**src/rtl/bram_port_arbiter_if.sv**
```systemverilog
// ---------------------------------------------------------------------------
// bram_port_arbiter_if
//   Bundles the three buses around the BRAM port-B arbiter:
//     cpu_*   CPU data-side BRAM access (request, strobes, address, data)
//     dma_*   DMA/loader master access with grant, read-valid and error
//     bram_*  BRAM port-B enable, strobes, address, write/read data
//     contention_cnt_o  saturating count of CPU contention stall cycles
//   Modports:
//     slave   the arbiter's view (takes CPU/DMA requests, drives the BRAM)
//     master  the surrounding system's view (CPU, DMA and BRAM together)
// ---------------------------------------------------------------------------
interface bram_port_arbiter_if #(
    parameter int unsigned ADDR_WIDTH = 32,
    parameter int unsigned CNT_WIDTH  = 16
);
    logic                  cpu_enable_i;
    logic [3:0]            cpu_write_enable_i;
    logic [ADDR_WIDTH-1:0] cpu_address_i;
    logic [31:0]           cpu_data_i;
    logic [31:0]           cpu_data_o;
    logic                  cpu_stall_o;

    logic                  dma_req_i;
    logic [3:0]            dma_we_i;
    logic [ADDR_WIDTH-1:0] dma_address_i;
    logic [31:0]           dma_data_i;
    logic                  dma_gnt_o;
    logic                  dma_rvalid_o;
    logic [31:0]           dma_data_o;
    logic                  dma_err_o;

    logic                  bram_en_o;
    logic [3:0]            bram_we_o;
    logic [ADDR_WIDTH-1:0] bram_addr_o;
    logic [31:0]           bram_data_o;
    logic [31:0]           bram_data_i;

    logic [CNT_WIDTH-1:0]  contention_cnt_o;

    modport slave (
        input  cpu_enable_i, cpu_write_enable_i, cpu_address_i, cpu_data_i,
        output cpu_data_o, cpu_stall_o,
        input  dma_req_i, dma_we_i, dma_address_i, dma_data_i,
        output dma_gnt_o, dma_rvalid_o, dma_data_o, dma_err_o,
        output bram_en_o, bram_we_o, bram_addr_o, bram_data_o,
        input  bram_data_i,
        output contention_cnt_o
    );

    modport master (
        output cpu_enable_i, cpu_write_enable_i, cpu_address_i, cpu_data_i,
        input  cpu_data_o, cpu_stall_o,
        output dma_req_i, dma_we_i, dma_address_i, dma_data_i,
        input  dma_gnt_o, dma_rvalid_o, dma_data_o, dma_err_o,
        input  bram_en_o, bram_we_o, bram_addr_o, bram_data_o,
        output bram_data_i,
        input  contention_cnt_o
    );
endinterface

```
**src/rtl/bram_port_arbiter.sv**
```systemverilog
// ---------------------------------------------------------------------------
// bram_port_arbiter
//   Shares BRAM port B between the CPU data interface and one DMA/loader
//   master. Round-robin on contention, combinational grant in the request
//   cycle, 1-cycle read-response routing, CPU stall on loss, and a
//   saturating contention-stall counter for profiling.
//   Ports:
//     clk    rising-edge system clock
//     reset  synchronous, active-high
//     bus    bram_port_arbiter_if.slave (CPU, DMA and BRAM buses)
// ---------------------------------------------------------------------------
module bram_port_arbiter #(
    parameter int unsigned           ADDR_WIDTH = 32,
    parameter logic [ADDR_WIDTH-1:0] BRAM_BASE  = '0,
    parameter logic [ADDR_WIDTH-1:0] BRAM_LIMIT = ADDR_WIDTH'(32'h0000_FFFF),
    parameter int unsigned           CNT_WIDTH  = 16
) (
    input logic                  clk,
    input logic                  reset,
    bram_port_arbiter_if.slave   bus
);

    typedef enum logic {
        GRANT_CPU = 1'b0,
        GRANT_DMA = 1'b1
    } grant_e;

    typedef enum logic [1:0] {
        RSP_NONE = 2'd0,
        RSP_CPU  = 2'd1,
        RSP_DMA  = 2'd2
    } rsp_e;

    grant_e               last_grant_q, last_grant_d;
    rsp_e                 rsp_owner_q, rsp_owner_d;
    logic [31:0]          cpu_data_q;
    logic [31:0]          dma_data_q;
    logic                 dma_err_q;
    logic [CNT_WIDTH-1:0] cnt_q;

    logic dma_in_range;
    logic cpu_req;
    logic dma_req_ok;
    logic dma_req_bad;
    logic cpu_gnt;
    logic dma_gnt;
    logic cpu_stall;
    logic rsp_live;

    // Single unsigned compare: addresses below BRAM_BASE wrap to huge
    // offsets and fall outside the window without a second comparator.
    assign dma_in_range = (bus.dma_address_i - BRAM_BASE) <= (BRAM_LIMIT - BRAM_BASE);

    // Reset masks every request so nothing is granted while it is held.
    assign cpu_req     = bus.cpu_enable_i & ~reset;
    assign dma_req_ok  = bus.dma_req_i &  dma_in_range & ~reset;
    assign dma_req_bad = bus.dma_req_i & ~dma_in_range & ~reset;

    // CPU wins unless a valid DMA request contends and the CPU was the
    // last one served.
    assign cpu_gnt   = cpu_req & (~dma_req_ok | (last_grant_q == GRANT_DMA));
    assign dma_gnt   = dma_req_ok & ~cpu_gnt;
    assign cpu_stall = cpu_req & ~cpu_gnt;

    // Next-state logic for the grant history and the response tracker.
    always_comb begin
        // NOTE: every always_comb target gets a default first, so no path
        // leaves it unassigned and no latch is inferred.
        last_grant_d = last_grant_q;
        rsp_owner_d  = RSP_NONE;
        if (cpu_gnt) begin
            last_grant_d = GRANT_CPU;
            if (bus.cpu_write_enable_i == 4'h0) rsp_owner_d = RSP_CPU;
        end else if (dma_gnt) begin
            last_grant_d = GRANT_DMA;
            if (bus.dma_we_i == 4'h0) rsp_owner_d = RSP_DMA;
        end
    end

    // BRAM port mux: winner drives the port, idle port is all zeros.
    always_comb begin
        bus.bram_en_o   = 1'b0;
        bus.bram_we_o   = 4'h0;
        bus.bram_addr_o = '0;
        bus.bram_data_o = 32'h0;
        if (cpu_gnt) begin
            bus.bram_en_o   = 1'b1;
            bus.bram_we_o   = bus.cpu_write_enable_i;
            bus.bram_addr_o = bus.cpu_address_i;
            bus.bram_data_o = bus.cpu_data_i;
        end else if (dma_gnt) begin
            bus.bram_en_o   = 1'b1;
            bus.bram_we_o   = bus.dma_we_i;
            bus.bram_addr_o = bus.dma_address_i;
            bus.bram_data_o = bus.dma_data_i;
        end
    end

    always_ff @(posedge clk) begin
        // NOTE: state registers use non-blocking assignments so every
        // register samples pre-edge values regardless of statement order.
        if (reset) begin
            last_grant_q <= GRANT_DMA;
            rsp_owner_q  <= RSP_NONE;
            cpu_data_q   <= 32'h0;
            dma_data_q   <= 32'h0;
            dma_err_q    <= 1'b0;
            cnt_q        <= '0;
        end else begin
            last_grant_q <= last_grant_d;
            rsp_owner_q  <= rsp_owner_d;
            if (rsp_owner_q == RSP_CPU) cpu_data_q <= bus.bram_data_i;
            if (rsp_owner_q == RSP_DMA) dma_data_q <= bus.bram_data_i;
            dma_err_q    <= dma_req_bad;
            if (cpu_stall && !(&cnt_q)) cnt_q <= cnt_q + CNT_WIDTH'(1);
        end
    end

    // A read in flight when reset arrives must not surface as a response.
    assign rsp_live = ~reset;

    assign bus.cpu_data_o       = (rsp_live && rsp_owner_q == RSP_CPU) ? bus.bram_data_i : cpu_data_q;
    assign bus.cpu_stall_o      = cpu_stall;
    assign bus.dma_gnt_o        = dma_gnt | dma_req_bad;
    assign bus.dma_rvalid_o     = rsp_live && (rsp_owner_q == RSP_DMA);
    assign bus.dma_data_o       = (rsp_live && rsp_owner_q == RSP_DMA) ? bus.bram_data_i : dma_data_q;
    assign bus.dma_err_o        = dma_err_q;
    assign bus.contention_cnt_o = cnt_q;

endmodule

```
**src/flat_wrapper.sv**
```systemverilog
// flat-port wrapper written by rule: the top's interface ports become plain ports
module bram_port_arbiter_flat 
#(
    parameter int unsigned           ADDR_WIDTH = 32,
    parameter logic [ADDR_WIDTH-1:0] BRAM_BASE  = '0,
    parameter logic [ADDR_WIDTH-1:0] BRAM_LIMIT = ADDR_WIDTH'(32'h0000_FFFF),
    parameter int unsigned           CNT_WIDTH  = 16
)
  (clk, reset, bus_cpu_enable_i, bus_cpu_write_enable_i, bus_cpu_address_i, bus_cpu_data_i, bus_cpu_data_o, bus_cpu_stall_o, bus_dma_req_i, bus_dma_we_i, bus_dma_address_i, bus_dma_data_i, bus_dma_gnt_o, bus_dma_rvalid_o, bus_dma_data_o, bus_dma_err_o, bus_bram_en_o, bus_bram_we_o, bus_bram_addr_o, bus_bram_data_o, bus_bram_data_i, bus_contention_cnt_o);
  bram_port_arbiter_if #(.ADDR_WIDTH(ADDR_WIDTH), .CNT_WIDTH(CNT_WIDTH)) bus_i ();
  input logic clk;
  input logic reset;
  input wire logic [$bits(bus_i.cpu_enable_i)-1:0] bus_cpu_enable_i;
  input wire logic [$bits(bus_i.cpu_write_enable_i)-1:0] bus_cpu_write_enable_i;
  input wire logic [$bits(bus_i.cpu_address_i)-1:0] bus_cpu_address_i;
  input wire logic [$bits(bus_i.cpu_data_i)-1:0] bus_cpu_data_i;
  output wire logic [$bits(bus_i.cpu_data_o)-1:0] bus_cpu_data_o;
  output wire logic [$bits(bus_i.cpu_stall_o)-1:0] bus_cpu_stall_o;
  input wire logic [$bits(bus_i.dma_req_i)-1:0] bus_dma_req_i;
  input wire logic [$bits(bus_i.dma_we_i)-1:0] bus_dma_we_i;
  input wire logic [$bits(bus_i.dma_address_i)-1:0] bus_dma_address_i;
  input wire logic [$bits(bus_i.dma_data_i)-1:0] bus_dma_data_i;
  output wire logic [$bits(bus_i.dma_gnt_o)-1:0] bus_dma_gnt_o;
  output wire logic [$bits(bus_i.dma_rvalid_o)-1:0] bus_dma_rvalid_o;
  output wire logic [$bits(bus_i.dma_data_o)-1:0] bus_dma_data_o;
  output wire logic [$bits(bus_i.dma_err_o)-1:0] bus_dma_err_o;
  output wire logic [$bits(bus_i.bram_en_o)-1:0] bus_bram_en_o;
  output wire logic [$bits(bus_i.bram_we_o)-1:0] bus_bram_we_o;
  output wire logic [$bits(bus_i.bram_addr_o)-1:0] bus_bram_addr_o;
  output wire logic [$bits(bus_i.bram_data_o)-1:0] bus_bram_data_o;
  input wire logic [$bits(bus_i.bram_data_i)-1:0] bus_bram_data_i;
  output wire logic [$bits(bus_i.contention_cnt_o)-1:0] bus_contention_cnt_o;
  assign bus_i.cpu_enable_i = bus_cpu_enable_i;
  assign bus_i.cpu_write_enable_i = bus_cpu_write_enable_i;
  assign bus_i.cpu_address_i = bus_cpu_address_i;
  assign bus_i.cpu_data_i = bus_cpu_data_i;
  assign bus_cpu_data_o = bus_i.cpu_data_o;
  assign bus_cpu_stall_o = bus_i.cpu_stall_o;
  assign bus_i.dma_req_i = bus_dma_req_i;
  assign bus_i.dma_we_i = bus_dma_we_i;
  assign bus_i.dma_address_i = bus_dma_address_i;
  assign bus_i.dma_data_i = bus_dma_data_i;
  assign bus_dma_gnt_o = bus_i.dma_gnt_o;
  assign bus_dma_rvalid_o = bus_i.dma_rvalid_o;
  assign bus_dma_data_o = bus_i.dma_data_o;
  assign bus_dma_err_o = bus_i.dma_err_o;
  assign bus_bram_en_o = bus_i.bram_en_o;
  assign bus_bram_we_o = bus_i.bram_we_o;
  assign bus_bram_addr_o = bus_i.bram_addr_o;
  assign bus_bram_data_o = bus_i.bram_data_o;
  assign bus_i.bram_data_i = bus_bram_data_i;
  assign bus_contention_cnt_o = bus_i.contention_cnt_o;
  bram_port_arbiter #(.ADDR_WIDTH(ADDR_WIDTH), .BRAM_BASE(BRAM_BASE), .BRAM_LIMIT(BRAM_LIMIT), .CNT_WIDTH(CNT_WIDTH)) u_core (.clk(clk), .reset(reset), .bus(bus_i));
endmodule
```
**config.mk**
```make
export PLATFORM = sky130hd
export DESIGN_NAME = bram_port_arbiter_flat
export DESIGN_NICKNAME = d
export VERILOG_FILES = /design/src/rtl/bram_port_arbiter_if.sv /design/src/rtl/bram_port_arbiter.sv /design/src/flat_wrapper.sv
export SDC_FILE = /design/constraint.sdc
export NUM_CORES = 1
export LEC_CHECK = 0
export CAP_MARGIN = 20
export CELL_PAD_IN_SITES_DETAIL_PLACEMENT = 0
export CELL_PAD_IN_SITES_GLOBAL_PLACEMENT = 2
export CORE_MARGIN = 5
export CORE_UTILIZATION = 17
export DETAILED_ROUTE_END_ITERATION = 8
export GPL_TIMING_DRIVEN = 1
export PLACE_DENSITY_LB_ADDON = 0.1
export SYNTH_ARGS = -nofsm -noshare
export SYNTH_HDL_FRONTEND = slang
export SYNTH_SLANG_ARGS = --single-unit
export TNS_END_PERCENT = 5
```
**constraint.sdc**
```tcl
create_clock -name clk -period 2.6 [get_ports clk]
set_clock_uncertainty 0.2 [all_clocks]
set_input_delay 0.65 -clock clk [delete_from_list [all_inputs] [get_ports clk]]
set_output_delay 0.65 -clock clk [all_outputs]
set_load 0.005 [all_outputs]
```
==> results of run 1 <==
==> cell usage after synthesis, types with 3 or more instances <==
library cell and instances:
o31ai_1 3, buf_6 7, buf_2 6, nor2_1 10, nand2b_1 3, a31oi_1 3
clkbuf_1 21, nor4_2 4, dfxtp_1 84, nand2_1 5, or4_1 4, a22o_1 116
o21ai_0 7, nand4_1 4, nand3_1 6, nor3_1 4, and2_1 18, or3_1 6
a21oi_1 12, mux2_2 65, inv_1 4
==> power by group through the flow <==
stage               Clock (mW)  Combinational, mW  Sequential [mW]
detailed placement           0              0.588             1.32
finish                    1.21              0.604             1.29
global placement             0              0.591             1.32
global route              1.32              0.644             1.29
CTS                       1.26              0.593             1.29
floorplan                    0              0.109             1.32
==> flip-flops by register name, indices dropped and copies added (netlist names) <==
signal	cells
u_core.bus.contention_cnt_o	16
u_core.bus.dma_err_o	1
u_core.cpu_data_q	32
u_core.dma_data_q	32
u_core.last_grant_q	1
u_core.rsp_owner_q	2
==> layout make-up <==
cell class / count / area share (%)
flip-flops and latches: 84 / 18.23
well taps: 330 / 4.464
clock buffers: 11 / 2.624
clock inverters: 5 / 0.4058
inverters: 4 / 0.1623
multi-input cells: 293 / 29.99
repair buffers: 436 / 43.99
diodes: 5 / 0.1353
==> per-layer routing <==
layer | up-vias | wire, um | GRT usage, %
met3 | 21 | 2357 | 6.654
met4 | 0 | 515 | 5.104
met5 | - | 0 | 0
met2 | 217 | 12530 | 28.49
li1 | 2455 | - | -
met1 | 2424 | 8740 | 16.31
==> cells in the final DEF, fill, tap and decap left out, types with 4 or more instances in the layout <==
cell             netlist  layout
or4_1                  4       4
buf_12                 0      12
diode_2                0       5
mux2_2                65      20
a21oi_1               12      10
dfxtp_1               84      82
buf_6                  7      47
nand4_1                4       4
mux2_4                 0      45
nand3_1                6       6
and2_4                 0       9
nand2_1                5       5
buf_4                  2      80
or3_1                  6       6
dlygate4sd2_1          0       8
o21ai_0                7       7
buf_2                  6      55
inv_1                  4       4
nor2_1                10       9
clkbuf_2               0      35
nor4_4                 0       4
a22o_1               116     116
buf_16                 0       6
clkdlybuf4s15_2        0       5
and2_1                18       9
clkbuf_16              0      13
clkdlybuf4s50_1        0     179
==> worst paths after layout <==
path / startpoint / endpoint / slack, ps
worst max-delay path: bus_dma_address_i[16] / bus_bram_addr_o[4] / -570
worst min-delay path: u_core.cpu_data_q[0] / u_core.cpu_data_q[0] / 270
worst max register to register: u_core.bus.contention_cnt_o[0] / u_core.bus.contention_cnt_o[1] / 350
worst min register to register: u_core.cpu_data_q[0] / u_core.cpu_data_q[0] / 270
==> kinds of logic after synthesis <==
family | Yosys count | synth area share [%]
mux | 67 | 17.12
flops | 84 | 38.29
simple gates | 77 | 11.11
compound gates | 146 | 27.75
buf+inv | 41 | 5.043
fa+ha+maj | 1 | 0.2849
xor+xnor | 2 | 0.3989
==> critical path, cell delays in order <==
cell and delay, ps:
buf_2 120, nor4_4 290, nand4_2 200, buf_6 180, nor2_4 120, nor2_4 100, buf_8 170, clkbuf_16 150
a22o_1 210, buf_2 130
==> timing repair <==
item / CTS / global route
cloned: 9 / 1
hold buffers: 0 / 0
setup buffers: 21 / 2
pin swaps: 51 / 19
setup endpoints to repair: 142 / 135
gates resized for setup: 556 / 86
==> impl_metrics.toml, run 1 <==
[status]
status = "complete, but fails checks"
violations = "setup timing"

[min_path]
hold_path.class = "reg -> reg"
min_path_cells = 1

[worst_setup_path]
reg2reg_depth = 7
required_ps = 1750
start_kind = "primary input"
critPathMaxFanout = 7
worst-setup-path-type = "in -> out"
endpoint_kind = "primary output"
arrival_ps = 2320

[routing]
drtIter0Drc = 189
finalWirelength_mm = 24.15
wl_per_cell_um = 20.67
via_count = 5117
via_per_inst = 4.381
drcViolationCount = 0
first_pass_iters = 4
antenna_left = 0

[sta]
setup_violations = 135
fin_crit_sh_pct = 121.8
rsz0062_at_grt = "yes"
tns_ps = -43560
timing.fmax_mhz = 315.7
period_minus_slack_ps = 3167
slew_violations = 0
setup_slack_ps = -567.4
hold_viol_final = 0
tightest_slew_ps = 1028
relSlewSlack_pct = 31.30
hold_ws_ps = 271.0

[pwr]
power.internal_mw = 2.367
swShare_pct = 23.81
p_total_mw = 3.107
cellLeakagePower_nw = 3.945
powerDensity_mw_per_mm2 = 335.9
p_switching_uw = 739.9
ir_drop_mv = 0.2452
combPwrFrac_pct = 19.4
p_clk_share_pct = 38.9
seqPwrFrac_pct = 41.7

[yosys]
synth_edf_count = 0
synth_top_area_share_pct = 38.29
netlist_instances = 418
ys_seq_area_share_pct = 38.29
synth_seq_cells = 84
yosys_warnings = 0
yosys.area.top_type = "dfxtp_1"
ys_types = 41
synthTopCellsByArea = "dfxtp_1, a22o_1, mux2_2"
ys.flop_type = "dfxtp_1"
synthesis.area_mm2 = 0.004392
avgSynthCellArea_um2 = 10.51
syn_nets = 591
async_reset_ff_share_pct = 0

[clock_tree]
numCtsBuffers = 9
cts.sinks = 84
cts_tree = "done"
htreeDepth = 3
clk_path_buf_depth = 2
clkLatencyLatePin_ps = 340
root_buffer = "clkbuf_16"
path_clk_slew_ps = 60

[final_layout]
final_core_util_pct = 36.52
areaGrowthSynthToFinish_pct = 110.6
nets = 1001
seqCellArea_mm2 = 0.001687
multiInputGateArea_mm2 = 0.002774
final_area_mm2 = 0.009250
drive_above_1_share_pct = 42.62
fin_cells = 1168
fill_cells = 2549

[floorplanning]
core_area_mm2 = 0.02533
rows = 58
dieHeight_um = 170.7
design.die.area_mm2 = 0.02915
pin_count = 325
initial_utilization_pct = 17.34
die_w_um = 170.7

[grt]
antenna_found_initial = 5
grt_pass1_wl_mm = 34.70
grt_use_total_pct = 15.68
grt_max_degree = 33
grt-ovfl-total = 0
grt_pass1_vias = 5565

[placement]
routabilityCongestion = 0.8816
dp.cells = 1114
detailed_place_hpwl_mm = 18.02
pre_cts_slack_ps = -1189
placed_area_mm2 = 0.008611
port-buffer-count = 324

[job]
cap_violations = 0
No activity file was read; power rests on OpenSTA's default activity.
==> run 2: changes to the inputs <==
Settings changed: REMOVE_ABC_BUFFERS from default to 1.
Clock period 2.6 ns to 2.75 ns, I/O delays scaled along.
==> run 2 against run 1 <==
The flow still finishes with violations (setup timing). Combinational power decreased by 5.0%. Sequential cell count unchanged. Non-clock buffer count increased by 6. Clock power grew 9%. Core utilization fell by 0.10 points. Critical path type unchanged. Critical endpoint is now bus_bram_data_o[11]. Largest cell class unchanged.
==> impl_metrics.toml, run 2 (synthesis results as in run 1) <==
[final_layout]
fin_cells = 1174
areaGrowthSynthToFinish_pct = 110.0
fill_cells = 2590
multiInputGateArea_mm2 = 0.002781
nets = 1008
final_core_util_pct = 36.42
final_common_cell = "clkdlybuf4s50_1"
seqCellArea_mm2 = 0.001683
drive_above_1_share_pct = 42.62
mostFrequentLayoutCells = "clkdlybuf4s50_1, a22o_1, dfxtp_1"

[clock_tree]
clk_path_buf_depth = 2
postCtsHoldBufs = 0
numCtsBuffers = 9
cts.sinks = 84
path_clk_slew_ps = 60
cts_tree = "done"
htreeDepth = 3
root_buffer = "clkbuf_16"
clkLatencyLatePin_ps = 340

[pwr]
powerDensity_mw_per_mm2 = 338.1
cellLeakagePower_nw = 4.028
ir_drop_mv = 0.2714
p_total_mw = 3.119

[worst_setup_path]
reg2reg_to = "u_core.bus.contention_cnt_o[1]"
r2r_setup_slack_ps = 510
r2r-start = "u_core.bus.contention_cnt_o[0]"
start_kind = "primary input"
reg2reg_depth = 7
slowest_delay_ps = 250
cp_cell_sequence = "buf_2 -> nor4_4 -> buf_4 -> nand4_4 -> nor2_4 -> nor2_4 -> buf_12 -> buf_16 -> a22o_1 -> buf_2"
critPathMaxFanout = 4
endpoint_kind = "primary output"
crit_slowest_cell = "nor4_4"
required_ps = 1860
startpoint = "bus_dma_address_i[24]"
arrival_ps = 2350
worst-setup-path-type = "in -> out"
crit_path_end = "bus_bram_data_o[11]"

[floorplanning]
design.die.area_mm2 = 0.02915
die_w_um = 170.7
pin_count = 325
core_area_mm2 = 0.02533
rows = 58
dieHeight_um = 170.7
initial_utilization_pct = 17.34

[placement]
routabilityCongestion = 0.8560
port-buffer-count = 324
pre_cts_slack_ps = -1216
detailed_place_hpwl_mm = 17.67
dp.cells = 1118

[sta]
setup_slack_ps = -483.9
rsz0062_at_grt = "yes"
fin_crit_sh_pct = 117.6
timing.fmax_mhz = 309.2
relSlewSlack_pct = 74.13
hold_viol_final = 0
tightest_slew_ps = 386.2
setup_violations = 101
period_minus_slack_ps = 3234
slew_violations = 0

[min_path]
hold_path.class = "reg -> reg"

[grt]
grt_pass1_wl_mm = 33.26
grt_pass1_vias = 5572
grt-ovfl-total = 0
grt_max_degree = 38
antenna_found_initial = 5
grt_use_total_pct = 14.94

[routing]
via_per_inst = 4.448
via_count = 5222
finalWirelength_mm = 24.03
wl_per_cell_um = 20.47
antenna_left = 0
first_pass_iters = 4
drtIter0Drc = 141
drcViolationCount = 0

[status]
status = "complete, but fails checks"
violations = "setup timing"

[job]
cap_violations = 0
[run 2: cell count changes in the layout (fill, tap and decap cells not counted), sizes merged, moves of 2 or more]
cell,change
clkdlybuf4s15,-4
dlygate4sd2,-5
dlymetal6s2s,+5
buf,-15
clkbuf,+21
clkinv,-3
bufinv,+2
clkdlybuf4s50,+4
[run 2: per-stage QoR]
stage          cell area (um^2)  TNS (ps)  hold WS [ps]
2_1_floorplan              4185   -356000         238.5
3_3_place_gp               8631   -144540         252.7
3_5_place_dp               8631   -144340         253.1
4_1_cts                    9079    -71990         273.2
5_1_grt                    9224    -42880         285.8
6_report                   9224    -33190         271.4
[run 2: final cells by class]
class / instances / share of cell area (%)
clock buffers: 11 / 2.632
well taps: 330 / 4.476
inverters: 4 / 0.1628
diodes: 4 / 0.1085
flip-flops and latches: 84 / 18.24
clock inverters: 5 / 0.9088
multi-input cells: 294 / 30.15
repair buffers: 442 / 43.31
[run 2: worst max-delay path, delay by kind of cell]
family                 cells  cell delay [ps]
buffers and inverters      5              690
AOI/OAI and AO/OA          1              230
and+or+nand+nor            4              730
[run 2: power breakdown]
part           internal [mW]  leakage (nW)  switching [mW]
clock                  0.824         0.152           0.496
sequential              1.22         0.678         0.00273
combinational          0.377          3.20           0.197
[run 2: layer usage]
metal	wire [um]	global-route usage, %	vias to the layer above
li1	-	-	2473
met1	8783	15.33	2485
met2	12420	26.75	233
met3	2240	6.377	29
met4	574	6.111	2
met5	7	0	-
[run 2: how the worst min path moves through the flow]
stage,from,to,cells after the start
global placement,u_core.dma_data_q[18],u_core.dma_data_q[18],1
CTS,u_core.cpu_data_q[14],u_core.cpu_data_q[14],1
floorplan,u_core.cpu_data_q[0],u_core.cpu_data_q[0],1
global route,u_core.cpu_data_q[14],u_core.cpu_data_q[14],1
finish,u_core.cpu_data_q[14],u_core.cpu_data_q[14],1
detailed placement,u_core.dma_data_q[27],u_core.dma_data_q[27],1
[run 2: timing repair]
action                                  in CTS  in global routing
resized for setup                          331                212
pin swaps                                   39                 24
endpoints found under the setup margin     137                136
gates cloned                                 6                  6
setup buffers                               15                 10
